--- config.mk ---
export PLATFORM = sky130hd
export DESIGN_NAME = ex_stage
export DESIGN_NICKNAME = d
export VERILOG_FILES = /design/src/rtl/ex_stage_pkg.sv /design/src/rtl/ex_stage_serial_shifter.sv /design/src/rtl/ex_stage.sv
export SDC_FILE = /design/constraint.sdc
export NUM_CORES = 1
export LEC_CHECK = 0
export CAP_MARGIN = 20
export CORE_ASPECT_RATIO = 0.5
export CORE_MARGIN = 2
export CORE_UTILIZATION = 36
export CTS_CLUSTER_SIZE = 12
export DETAILED_ROUTE_END_ITERATION = 6
export SLEW_MARGIN = 20
export SYNTH_ARGS = -nofsm -noshare
export SYNTH_HDL_FRONTEND = slang
export SYNTH_SLANG_ARGS = --single-unit
--- constraint.sdc ---
create_clock -name clk -period 13.4 [get_ports clk]
set_input_delay 1.34 -clock clk [delete_from_list [all_inputs] [get_ports clk]]
set_output_delay 1.34 -clock clk [all_outputs]
set_load 0.005 [all_outputs]
--- src/rtl/ex_stage_pkg.sv ---
// Shared widths, ALU op codes, FSM encodings and control bundle for the
// execute stage.
package ex_stage_pkg;

    // Datapath widths
    localparam int REG_DATA_W = 32;
    localparam int ALU_W      = 4;
    localparam int SHAMT_BITS = 5;

    // ALU op codes
    localparam logic [ALU_W-1:0] ALU_ADD = 4'd0;
    localparam logic [ALU_W-1:0] ALU_SUB = 4'd1;
    localparam logic [ALU_W-1:0] ALU_AND = 4'd2;
    localparam logic [ALU_W-1:0] ALU_OR  = 4'd3;
    localparam logic [ALU_W-1:0] ALU_XOR = 4'd4;
    localparam logic [ALU_W-1:0] ALU_SLL = 4'd5;
    localparam logic [ALU_W-1:0] ALU_SRL = 4'd6;
    localparam logic [ALU_W-1:0] ALU_SRA = 4'd7;
    localparam logic [ALU_W-1:0] ALU_LUI = 4'd8;
    localparam logic [ALU_W-1:0] ALU_SLT = 4'd9;

    // FSM state encodings
    localparam logic [0:0] ST_IDLE  = 1'b0;
    localparam logic [0:0] ST_SHIFT = 1'b1;

    // Memory / write-back controls carried into EX/MEM
    typedef struct packed {
        logic write_reg;
        logic mem_to_reg;
        logic write_mem;
    } ex_ctrl_t;

    localparam ex_ctrl_t CTRL_NONE = '{write_reg: 1'b0, mem_to_reg: 1'b0, write_mem: 1'b0};

endpackage

--- src/rtl/ex_stage_serial_shifter.sv ---
// Serial 1-bit-per-cycle shifter. Loads a value, op and amount, then shifts
// the accumulator one position per run cycle. step_o is the value the next
// shift produces, so the owner can capture the final result on the same
// edge that performs the last shift (done_o high).
module serial_shifter
    import ex_stage_pkg::*;
#(
    parameter int DATA_W  = 32,
    parameter int ALUC_W  = 4,
    parameter int SHAMT_W = 5
) (
    input  logic               clk,
    input  logic               rst,
    input  logic               load_i,
    input  logic               run_i,
    input  logic               abort_i,
    input  logic [ALUC_W-1:0]  op_i,
    input  logic [DATA_W-1:0]  val_i,
    input  logic [SHAMT_W-1:0] amt_i,
    output logic [DATA_W-1:0]  step_o,
    output logic               done_o
);

    logic [DATA_W-1:0]  acc_q;
    logic [SHAMT_W-1:0] cnt_q;
    logic [ALUC_W-1:0]  op_q;

    // One-position shift of the accumulator according to the latched op
    always_comb begin
        step_o = acc_q;
        case (op_q)
            ALU_SLL: step_o = {acc_q[DATA_W-2:0], 1'b0};
            ALU_SRL: step_o = {1'b0, acc_q[DATA_W-1:1]};
            ALU_SRA: step_o = {acc_q[DATA_W-1], acc_q[DATA_W-1:1]};
            default: step_o = acc_q;
        endcase
    end

    // Last shift happens on the edge that ends the cycle where the counter is 1
    assign done_o = run_i && (cnt_q == SHAMT_W'(1));

    // Accumulator / counter / op registers
    always_ff @(posedge clk or posedge rst) begin
        if (rst) begin
            acc_q <= '0;
            cnt_q <= '0;
            op_q  <= '0;
        end else if (load_i) begin
            acc_q <= val_i;
            cnt_q <= amt_i;
            op_q  <= op_i;
        end else if (abort_i) begin
            cnt_q <= '0;
        end else if (run_i && cnt_q != '0) begin
            acc_q <= step_o;
            cnt_q <= cnt_q - SHAMT_W'(1);
        end
    end

endmodule

--- src/rtl/ex_stage.sv ---
// Execute stage: inline single-cycle ALU plus a serial shifter for non-zero
// shift amounts, registered into the EX/MEM boundary. Upstream is stalled
// while a serial shift is running.
module ex_stage
    import ex_stage_pkg::*;
#(
    parameter int DATA_W  = REG_DATA_W,
    parameter int ALUC_W  = ALU_W,
    parameter int SHAMT_W = SHAMT_BITS
) (
    input  logic              clk,
    input  logic              rst,
    input  logic              in_valid,
    input  logic              flush,
    input  logic              exe_write_reg,
    input  logic              exe_mem_to_reg,
    input  logic              exe_write_mem,
    input  logic [ALUC_W-1:0] exe_aluc,
    input  logic              exe_shift,
    input  logic              exe_alu_imm,
    input  logic [DATA_W-1:0] oprand_1_i,
    input  logic [DATA_W-1:0] oprand_2_i,
    input  logic [DATA_W-1:0] imm_i,
    output logic              stall_o,
    output logic              mem_valid,
    output logic              mem_write_reg,
    output logic              mem_mem_to_reg,
    output logic              mem_write_mem,
    output logic [DATA_W-1:0] alu_result,
    output logic [DATA_W-1:0] store_data
);

    logic [0:0]         state_q, state_d;

    // EX/MEM boundary registers
    logic               valid_q, valid_d;
    ex_ctrl_t           ctrl_q, ctrl_d;
    logic [DATA_W-1:0]  res_q, res_d;
    logic [DATA_W-1:0]  sdata_q, sdata_d;

    // Controls and store data parked while a serial shift runs
    ex_ctrl_t           hold_ctrl_q, hold_ctrl_d;
    logic [DATA_W-1:0]  hold_sdata_q, hold_sdata_d;

    logic [DATA_W-1:0]  op_a, op_b;
    logic [SHAMT_W-1:0] shamt;
    logic [DATA_W-1:0]  alu_res;
    ex_ctrl_t           in_ctrl;

    logic               sh_load, sh_run, sh_abort, sh_done;
    logic [DATA_W-1:0]  sh_step;

    assign op_a    = oprand_1_i;
    assign op_b    = exe_alu_imm ? imm_i : oprand_2_i;
    assign shamt   = oprand_1_i[SHAMT_W-1:0];
    assign in_ctrl = '{write_reg: exe_write_reg, mem_to_reg: exe_mem_to_reg,
                       write_mem: exe_write_mem};

    // Single-cycle ALU. Shift codes only reach this path with a zero amount
    // (or without exe_shift), so they pass B through unchanged.
    always_comb begin
        alu_res = '0;
        case (exe_aluc)
            ALU_ADD: alu_res = op_a + op_b;
            ALU_SUB: alu_res = op_a - op_b;
            ALU_AND: alu_res = op_a & op_b;
            ALU_OR:  alu_res = op_a | op_b;
            ALU_XOR: alu_res = op_a ^ op_b;
            ALU_SLL,
            ALU_SRL,
            ALU_SRA: alu_res = op_b;
            ALU_LUI: alu_res = op_b << 16;
            ALU_SLT: alu_res = {{(DATA_W-1){1'b0}}, ($signed(op_a) < $signed(op_b))};
            default: alu_res = '0;
        endcase
    end

    assign sh_run  = (state_q == ST_SHIFT) && !flush;
    assign stall_o = (state_q == ST_SHIFT);

    serial_shifter #(
        .DATA_W  (DATA_W),
        .ALUC_W  (ALUC_W),
        .SHAMT_W (SHAMT_W)
    ) u_shifter (
        .clk     (clk),
        .rst     (rst),
        .load_i  (sh_load),
        .run_i   (sh_run),
        .abort_i (sh_abort),
        .op_i    (exe_aluc),
        .val_i   (op_b),
        .amt_i   (shamt),
        .step_o  (sh_step),
        .done_o  (sh_done)
    );

    // Next-state and EX/MEM load selection; a bubble is the default
    always_comb begin
        state_d      = state_q;
        valid_d      = 1'b0;
        ctrl_d       = CTRL_NONE;
        res_d        = '0;
        sdata_d      = '0;
        hold_ctrl_d  = hold_ctrl_q;
        hold_sdata_d = hold_sdata_q;
        sh_load      = 1'b0;
        sh_abort     = 1'b0;
        case (state_q)
            ST_IDLE: begin
                if (in_valid && !flush) begin
                    if (exe_shift && shamt != '0) begin
                        sh_load      = 1'b1;
                        hold_ctrl_d  = in_ctrl;
                        hold_sdata_d = oprand_2_i;
                        state_d      = ST_SHIFT;
                    end else begin
                        valid_d = 1'b1;
                        ctrl_d  = in_ctrl;
                        res_d   = alu_res;
                        sdata_d = oprand_2_i;
                    end
                end
            end
            ST_SHIFT: begin
                if (flush) begin
                    sh_abort = 1'b1;
                    state_d  = ST_IDLE;
                end else if (sh_done) begin
                    valid_d = 1'b1;
                    ctrl_d  = hold_ctrl_q;
                    res_d   = sh_step;
                    sdata_d = hold_sdata_q;
                    state_d = ST_IDLE;
                end
            end
            default: state_d = ST_IDLE;
        endcase
    end

    // State, EX/MEM and parked-control registers
    always_ff @(posedge clk or posedge rst) begin
        if (rst) begin
            state_q      <= ST_IDLE;
            valid_q      <= 1'b0;
            ctrl_q       <= CTRL_NONE;
            res_q        <= '0;
            sdata_q      <= '0;
            hold_ctrl_q  <= CTRL_NONE;
            hold_sdata_q <= '0;
        end else begin
            state_q      <= state_d;
            valid_q      <= valid_d;
            ctrl_q       <= ctrl_d;
            res_q        <= res_d;
            sdata_q      <= sdata_d;
            hold_ctrl_q  <= hold_ctrl_d;
            hold_sdata_q <= hold_sdata_d;
        end
    end

    assign mem_valid      = valid_q;
    assign mem_write_reg  = ctrl_q.write_reg;
    assign mem_mem_to_reg = ctrl_q.mem_to_reg;
    assign mem_write_mem  = ctrl_q.write_mem;
    assign alu_result     = res_q;
    assign store_data     = sdata_q;

endmodule
==> Word-level counts from Yosys, hierarchy flattened <==
Cells that the tools add are included.
W data, S select, Z words.
{ "op_classes": {"addsub": 3, "order_cmp": 1, "n_eq_ne": 14, "mux": 37, "n_bitwise": 4, "n_reduce_logical": 14} }
{ "op_table": {"columns": ["cell", "count"], "rows": [
  ["$mux W32", 12],
  ["$pmux W32 S8", 1],
  ["$pmux W32 S2", 2],
  ["$pmux W32 S3", 1],
  ["$add A32 B32 Y32", 1],
  ["$and A32 B32 Y32", 1],
  ["$lt A32 B32 Y1", 1],
  ["$or A32 B32 Y32", 1],
  ["$sub A32 B32 Y32", 1],
  ["$xor A32 B32 Y32", 1],
  ["$eq A4 B3 Y1 const B", 7],
  ["$mux W5", 3],
  ["$mux W3", 4],
  ["$mux W1", 11],
  ["$reduce_bool A5 Y1", 2],
  ["$eq A4 B2 Y1 const B", 2],
  ["$eq A4 B4 Y1 const B", 2],
  ["$pmux W3 S2", 1],
  ["$eq A5 B1 Y1 const B", 1],
  ["$logic_and A1 B1 Y1", 5],
  ["$sub A5 B1 Y5 const B", 1],
  ["$eq A4 B1 Y1 const B", 1],
  ["$logic_not A4 Y1", 1],
  ["$pmux W1 S2", 2],
  ["8 further kinds", 8]
]} }
{ "totals": {"reg_bits": 145, "inputBits": 109, "output_inout_bits": 69, "word_cells": 87} }

==> Logic depth before layout (Yosys ltp) <==
{ "depth": {"depth_word": 7, "mapped_depth": 16, "mapped_depth_nobuf": 13} }

==> Hierarchy <==
A second synthesis with hierarchy kept.
{ "hier_totals": {"hier_cells": 1514, "area_unflattened_um2": 12469.5} }
{ "by_module_without_submodules": {"columns": ["mod", "n_inst", "cells_per_inst", "area_per_inst_um2", "seq_area_each_um2"], "rows": [
  ["ex_stage", 1, 1201, 9634.2, 2602.5],
  ["serial_shifter", 1, 313, 2835.2, 1026.0]
]} }

==> Worst setup path before layout <==
OpenSTA, ideal clock, no wires.
{ "synth_path": {"path_kind": "input -> register", "startpoint": "input port exe_alu_imm", "endpoint": "register res_q[31] (netlist: alu_result[31])", "setup_ns": 0.132, "arrival_ns": 5.126, "required_time_ns": 13.268, "slack_ns": 8.142, "path_stages": 14, "n_path_buf": 4, "path_cell_list": "clkbuf_1 > buf_2 > buf_1 > mux2i_1 > ha_1 > buf_2 > or4_4 > a21oi_2 > nor2_1 > a211o_1 > o221ai_1 > mux2_2 > a221oi_1 > a21oi_1"} }
{ "synth_between": {"elab_chain_len": 6, "word_cells_on_any_way": 10, "cone_classes": "add/sub: 2; mux: 5; bitwise: 3"} }
{ "synth_rtl": {"columns": ["element", "line", "source"], "rows": [
  ["start: declaration", "ex_stage.sv:20", "input logic exe_alu_imm,"],
  ["$mux W32 (*)", "ex_stage.sv:54", "assign op_b = exe_alu_imm ? imm_i : oprand_2_i;"],
  ["$sub A32 B32 Y32, or another cell as far along", "ex_stage.sv:65", "ALU_SUB: alu_res = op_a - op_b;"],
  ["$pmux W32 S8 (*)", "ex_stage.sv:63", "case (exe_aluc)"],
  ["$mux W32 (*)", "ex_stage.sv:112", "if (exe_shift && shamt != '0) begin"],
  ["$mux W32 (*)", "ex_stage.sv:111", "if (in_valid && !flush) begin"],
  ["$pmux W32 S2 (*)", "ex_stage.sv:109", "case (state_q)"],
  ["net res_d[31]", "ex_stage.sv:38", "logic [DATA_W-1:0] res_q, res_d;"],
  ["end signal: assignment", "ex_stage.sv:155", "res_q <= res_d;"],
  ["end: declaration", "ex_stage.sv:38", null]
]} }
The timed path passes the listed nets; every way through them passes the cells marked *.
A chain may end at the register's enable or synchronous reset.

==> Worst setup path in the final report <==
{ "layout_path": {"startpoint": "input port exe_alu_imm", "endpoint": "register res_q[21] (netlist: alu_result[21])"} }
Same word-level chain as after synthesis.

==> run summary <==
Status: finished, violations left
Failing checks: DRC
RSZ-0062 raised after global routing: false
GR peak layer: met1
Reg area: 3628 µm²
Final Max Slew Viols: 0
Final hold vios: 0
CP peak stage delay: 910 ps
CTS tree: done
Post-synth EDFFs: 0
Post_cts resized: 0
Layout cells sized above 1: 0.07037
Met3 usage: 0.07726
Top cell type's share of synthesized area: 0.3006
Remaining Overflow, GRT: 0
# IOs: 178
Period utilisation layout: 0.4085
DR WL/cell: 24.81 µm
Chip Height: 133.5 µm
Top FF cell, synth: dfrtp_1
Max Clk Rate: 182.7 MHz
Nets@finish: 1837
Leakage: 6.697 nW
Gpl congestion: 0.9826
Synth Register Bits: 145
DRC Markers: 16
CP Class: primary input to flop
Crit-path cells: buf_2 -> buf_4 -> mux2i_1 -> inv_1 -> ha_1 -> a211o_1 -> a21oi_1 -> o221ai_1 -> a21o_1 -> a211oi_4 -> nor2_1 -> a211o_1 -> a21oi_1 -> o22ai_1
Yosys warns: 0
Ys async rst share: 1.000
Layout Cells excl Fill: 2063
Synth area leader: dfrtp_1
Port bufs: 177
Met2 track demand over resource: 0.4076
Layout area overhead: 24.17%
Synth Net Count: 1702
Initial Util: 0.3652
Worst setup SP type: primary input
Clock root buffer master: clkbuf_16
Final ANT Viol Nets: 0
GR Util All Layers: 0.2885
Pwr Density: 119.8 nW/µm²
Multi-input gate area: 7736 µm²
Final setup fails: 0
Vias in the first global route: 11894
Total power: 0.001795 W
Inst Count DP: 2029
Post-DP HPWL: 38350 µm
Final Critical Period: 5474 ps
CTS max path bufs: 2
DR pass1 iterations: 7
Max rail drop VDD: 0.08228 mV
Fin Clk Skew: 10.78 ps
Post-CTS setup buffers: 0
Clock Latency Late Sink: 430 ps
Syn Std Cell Area: 12070 µm²
Largest net degree at the start of global routing: 104
Vias per cell: 6.082
Worst-Margin Slew: 1073 ps
Crit path max fanout: 32
Worst relative slew slack: 0.2833
Area contributors post-synth: dfrtp_1 30%, ha_1 12%, nand2_1 7.3%
WL final: 51180 µm
Met1 usage: 0.4355
Mapped Cells: 1472
First-pass GRT wire length: 76530 µm
Filler cells: 3166
Core area: 33050 µm²
CTS Buf Count: 17
Crit end category: flop
Clock slew at reported path FFs: 70 ps
Worst Path Arrival: 5750 ps
Vias: 12548
Distinct cell type count after synthesis: 81
Data required, critical path: 13670 ps
Sequential fraction of the synthesis area: 0.3006
Hold Path Class: flop to flop
Syn Area/Cell: 8.199 µm²
Rows: 47
CTS Sinks: 145
Initial antenna violation count: 2
Hold_buf cts: 0
Post-route setup TNS: 0 ps
DIE AREA: 35090 µm²
Htree depth: 4
Maxcap violations: 0
Drt initial violations: 1979
DIE WIDTH: 262.9 µm
Critical path's slowest cell: mux2i_1
cell type report:
| type | instances | area share |
|---|---|---|
| clock inverters | 14 | 0.01236 |
| flip-flops and latches | 145 | 0.2421 |
| multi-input cells | 1130 | 0.5162 |
| diodes | 2 | 0.0003340 |
| repair buffers | 218 | 0.1387 |
| well taps | 441 | 0.03682 |
| clock buffers | 18 | 0.02931 |
| inverters | 95 | 0.02413 |
kinds of logic (layout without fill, tap and decap cells):
group | Yosys count | after routing | synth area share
fa+ha+maj | 121 | 121 | 0.1267
simple gates | 424 | 424 | 0.1567
mux | 37 | 37 | 0.03089
buf+inv | 197 | 345 | 0.06282
flops | 145 | 145 | 0.3006
compound gates | 523 | 523 | 0.3041
other cells | 0 | 2 | 0
xor+xnor | 25 | 25 | 0.01814
worst paths after layout:
check / startpoint / end / depth (start not counted) / slack [ps]
max: exe_alu_imm / alu_result[21]$_DFF_PP0_ / 14 / 7930
min: hold_ctrl_q[1]$_DFFE_PP0P_ / hold_ctrl_q[1]$_DFFE_PP0P_ / 2 / 480
max reg2reg: u_shifter.cnt_q[2]$_DFFE_PP0P_ / alu_result[15]$_DFF_PP0_ / 9 / 10230
min reg2reg: hold_ctrl_q[1]$_DFFE_PP0P_ / hold_ctrl_q[1]$_DFFE_PP0P_ / 2 / 480
max in group asynchronous: rst / alu_result[27]$_DFF_PP0_ / 3 / 10800
min in group asynchronous: rst / store_data[11]$_DFF_PP0_ / 2 / 1370
critical path: cells and delay by family:
family	cells	cell delay, ps
adders and majority gates	1	280
and+or+nand+nor	1	70
muxes	1	910
AOI/OAI and AO/OA	8	2360
buffers and inverters	3	740
cells in the mapped netlist (13+ instances only):
master,count
nor3_1,21
mux2i_1,35
o21ai_0,104
a21o_1,22
inv_1,95
o221ai_1,16
nand2b_1,17
buf_1,14
ha_1,119
a221oi_1,23
nor2_1,75
dfrtp_1,145
a222oi_1,30
xnor2_1,13
a21oi_1,89
o22ai_1,54
o211ai_1,38
clkbuf_1,75
nand2_1,236
a211oi_1,16
a22o_1,37
nor2b_1,15
placed cells by master, fill, tap and decap left out, drive strengths merged, types with 15 or more instances in the layout:
master | synthesis | final
a21o | 22 | 22
a22o | 37 | 37
mux2i | 35 | 35
a222oi | 30 | 30
buf | 26 | 42
nand2b | 17 | 17
nand2 | 236 | 236
inv | 95 | 106
a221oi | 23 | 23
clkbuf | 76 | 18
a211oi | 17 | 17
o221ai | 16 | 16
a21oi | 90 | 90
o21ai | 107 | 107
o211ai | 38 | 38
ha | 119 | 119
dfrtp | 145 | 145
clkdlybuf4s50 | 0 | 176
nor2 | 75 | 75
o22ai | 54 | 54
nor3 | 24 | 24
nor2b | 15 | 15
layer usage:
layer | vias up | routed length (µm)
met2 | 661 | 20820
li1 | 5636 | -
met1 | 6198 | 24170
met5 | - | 13
met3 | 51 | 5450
met4 | 2 | 714
through the flow:
step | hold WS (ps) | setup slack (ps) | util | area (µm²)
detailed placement | 463.6 | 7546 | 0.4342 | 14350
global placement | 453.7 | 7622 | 0.4342 | 14350
floorplan | 437.5 | 8142 | - | 12070
finish | 475.3 | 7926 | 0.4534 | 14990
CTS | 480.1 | 8000 | 0.4531 | 14970
global route | 490.3 | 7640 | 0.4534 | 14980
where the power goes:
group          internal [W]  switching [W]  leakage [nW]
sequential         0.000529      0.0000857          1.88
combinational      0.000260       0.000406          4.51
clock              0.000291       0.000224         0.309
Note: power is estimated with default switching activity, not from simulation.
==> RTL change (same settings) <==
Reset style: synchronous (`rst`), changed in 2 clocked blocks.
--- a/src/rtl/ex_stage_serial_shifter.sv
+++ b/src/rtl/ex_stage_serial_shifter.sv
@@ -40,7 +40,7 @@
     assign done_o = run_i && (cnt_q == SHAMT_W'(1));
 
     // Accumulator / counter / op registers
-    always_ff @(posedge clk or posedge rst) begin
+    always_ff @(posedge clk) begin
         if (rst) begin
             acc_q <= '0;
             cnt_q <= '0;
--- a/src/rtl/ex_stage.sv
+++ b/src/rtl/ex_stage.sv
@@ -139,7 +139,7 @@
     end
 
     // State, EX/MEM and parked-control registers
-    always_ff @(posedge clk or posedge rst) begin
+    always_ff @(posedge clk) begin
         if (rst) begin
             state_q      <= ST_IDLE;
             valid_q      <= 1'b0;
Behaviour: differs if rst is asserted again (counterexample within 4 cycles, from zero or initial values and one cycle with rst high); with rst held inactive, the same outputs for 4 cycles.
==> RTL change against the unedited design <==
Sequential share of layout area fell by 3.7 points; utilization rose by 0.83 points; clock skew barely moved; combinational power fell by 35%; sequential cell count did not move; first-iteration DRC count fell by 8.8%; setup slack got worse by 0.41 ns; fmax fell by 7.0%; synthesized area fell by 5.7%; final area fell by 5.5%; count of clock-buffer cells in the layout rose by 3; routed wire length fell by 3.1%; final cell count fell by 0.34%; total power fell by 24%; highest routed layer is now met4.
==> RTL change: results (changes against the unedited design) <==
* Gpl congestion at 0.990 (+0.78%)
* Number of fillers in the final layout at 2,991 (-5.5%)
* First-pass GRT wire length at 73.2 mm (-4.4%)
* #MultiIn Comb at 1,155 (+2.2%)
* Antenna cell count at 0 (-2)
* Slew HR at 26.4% (-1.9 points)
* Most used DFF post-synth: dfxtp_1
* Peak supply drop at 0.0000855 V (+4.0%)
* Synth Area in Adders at 13.4% (+0.77 points)
* DP Worst Slack at 7.40 ns (-0.144 ns)
* Synth Area in Compound Gates at 32.8% (+2.4 points)
* Sequential share of power at 33.0% (-1.2 points)
* Synth area leaders: dfxtp_1 (26%), ha_1 (13%), a21oi_1 (7.4%), nor2_1 (5.6%), nand2_1 (4.7%)
* Metal3 WL at 6.07 mm (+11%)
* Area delta synth->final at 24.5%
* Post-synthesis sequential area ratio at 25.5% (-4.6 points)
* Leak Pwr at 5.57 nW (-17%)
* Synth cell count leaders: nor2_1 (171), a21oi_1 (169), dfxtp_1 (145)
* Placed cells at 2,024 (-0.25%)
* Routed wl met2 at 19.6 mm (-5.9%)
* Fraction of layout cells with a size suffix above 1 at 6.37% (-0.67 points)
* Status: finished, final reports clean
* Clk_buf instances at 21 (+3)
* Syn Nets at 1,726 (+1.4%)
* Comb pwr share at 31.8% (-5.3 points)
* Non-clk invs at 88 (-7.4%)
* Worst path max stage delay at 0.79 ns (-0.12 ns)
==> RTL change: cell count changes after synthesis, moves of 9 or more <==
cell      before  now
o211ai_1      38    9
dfrtp_1      145    0
a21oi_1       89  169
o21ai_0      104   45
a22oi_1        2   49
o22ai_1       54   71
nor2_1        75  171
nand2_1      236  143
a22o_1        37    2
inv_1         95   86
a221oi_1      23   13
dfxtp_1        0  145
==> RTL change: final timing paths <==
| path | from | endpoint | slack [ns] | depth (start not counted) |
|---|---|---|---|---|
| max | exe_alu_imm | alu_result[14] | 7.52 | 14 |
| min | u_shifter.op_q[2] | u_shifter.op_q[2] | 0.45 | 2 |
| max reg2reg | u_shifter.op_q[2] | alu_result[26] | 10.85 | 10 |
| min reg2reg | u_shifter.op_q[2] | u_shifter.op_q[2] | 0.45 | 2 |
==> RTL change: tightest hold or removal path: cells and delay by family (launching register included) <==
family / cells / cell delay (ns)
AOI/OAI and AO/OA: 1 / 0.05
DFF: 1 / 0.30
and+or+nand+nor: 1 / 0.05
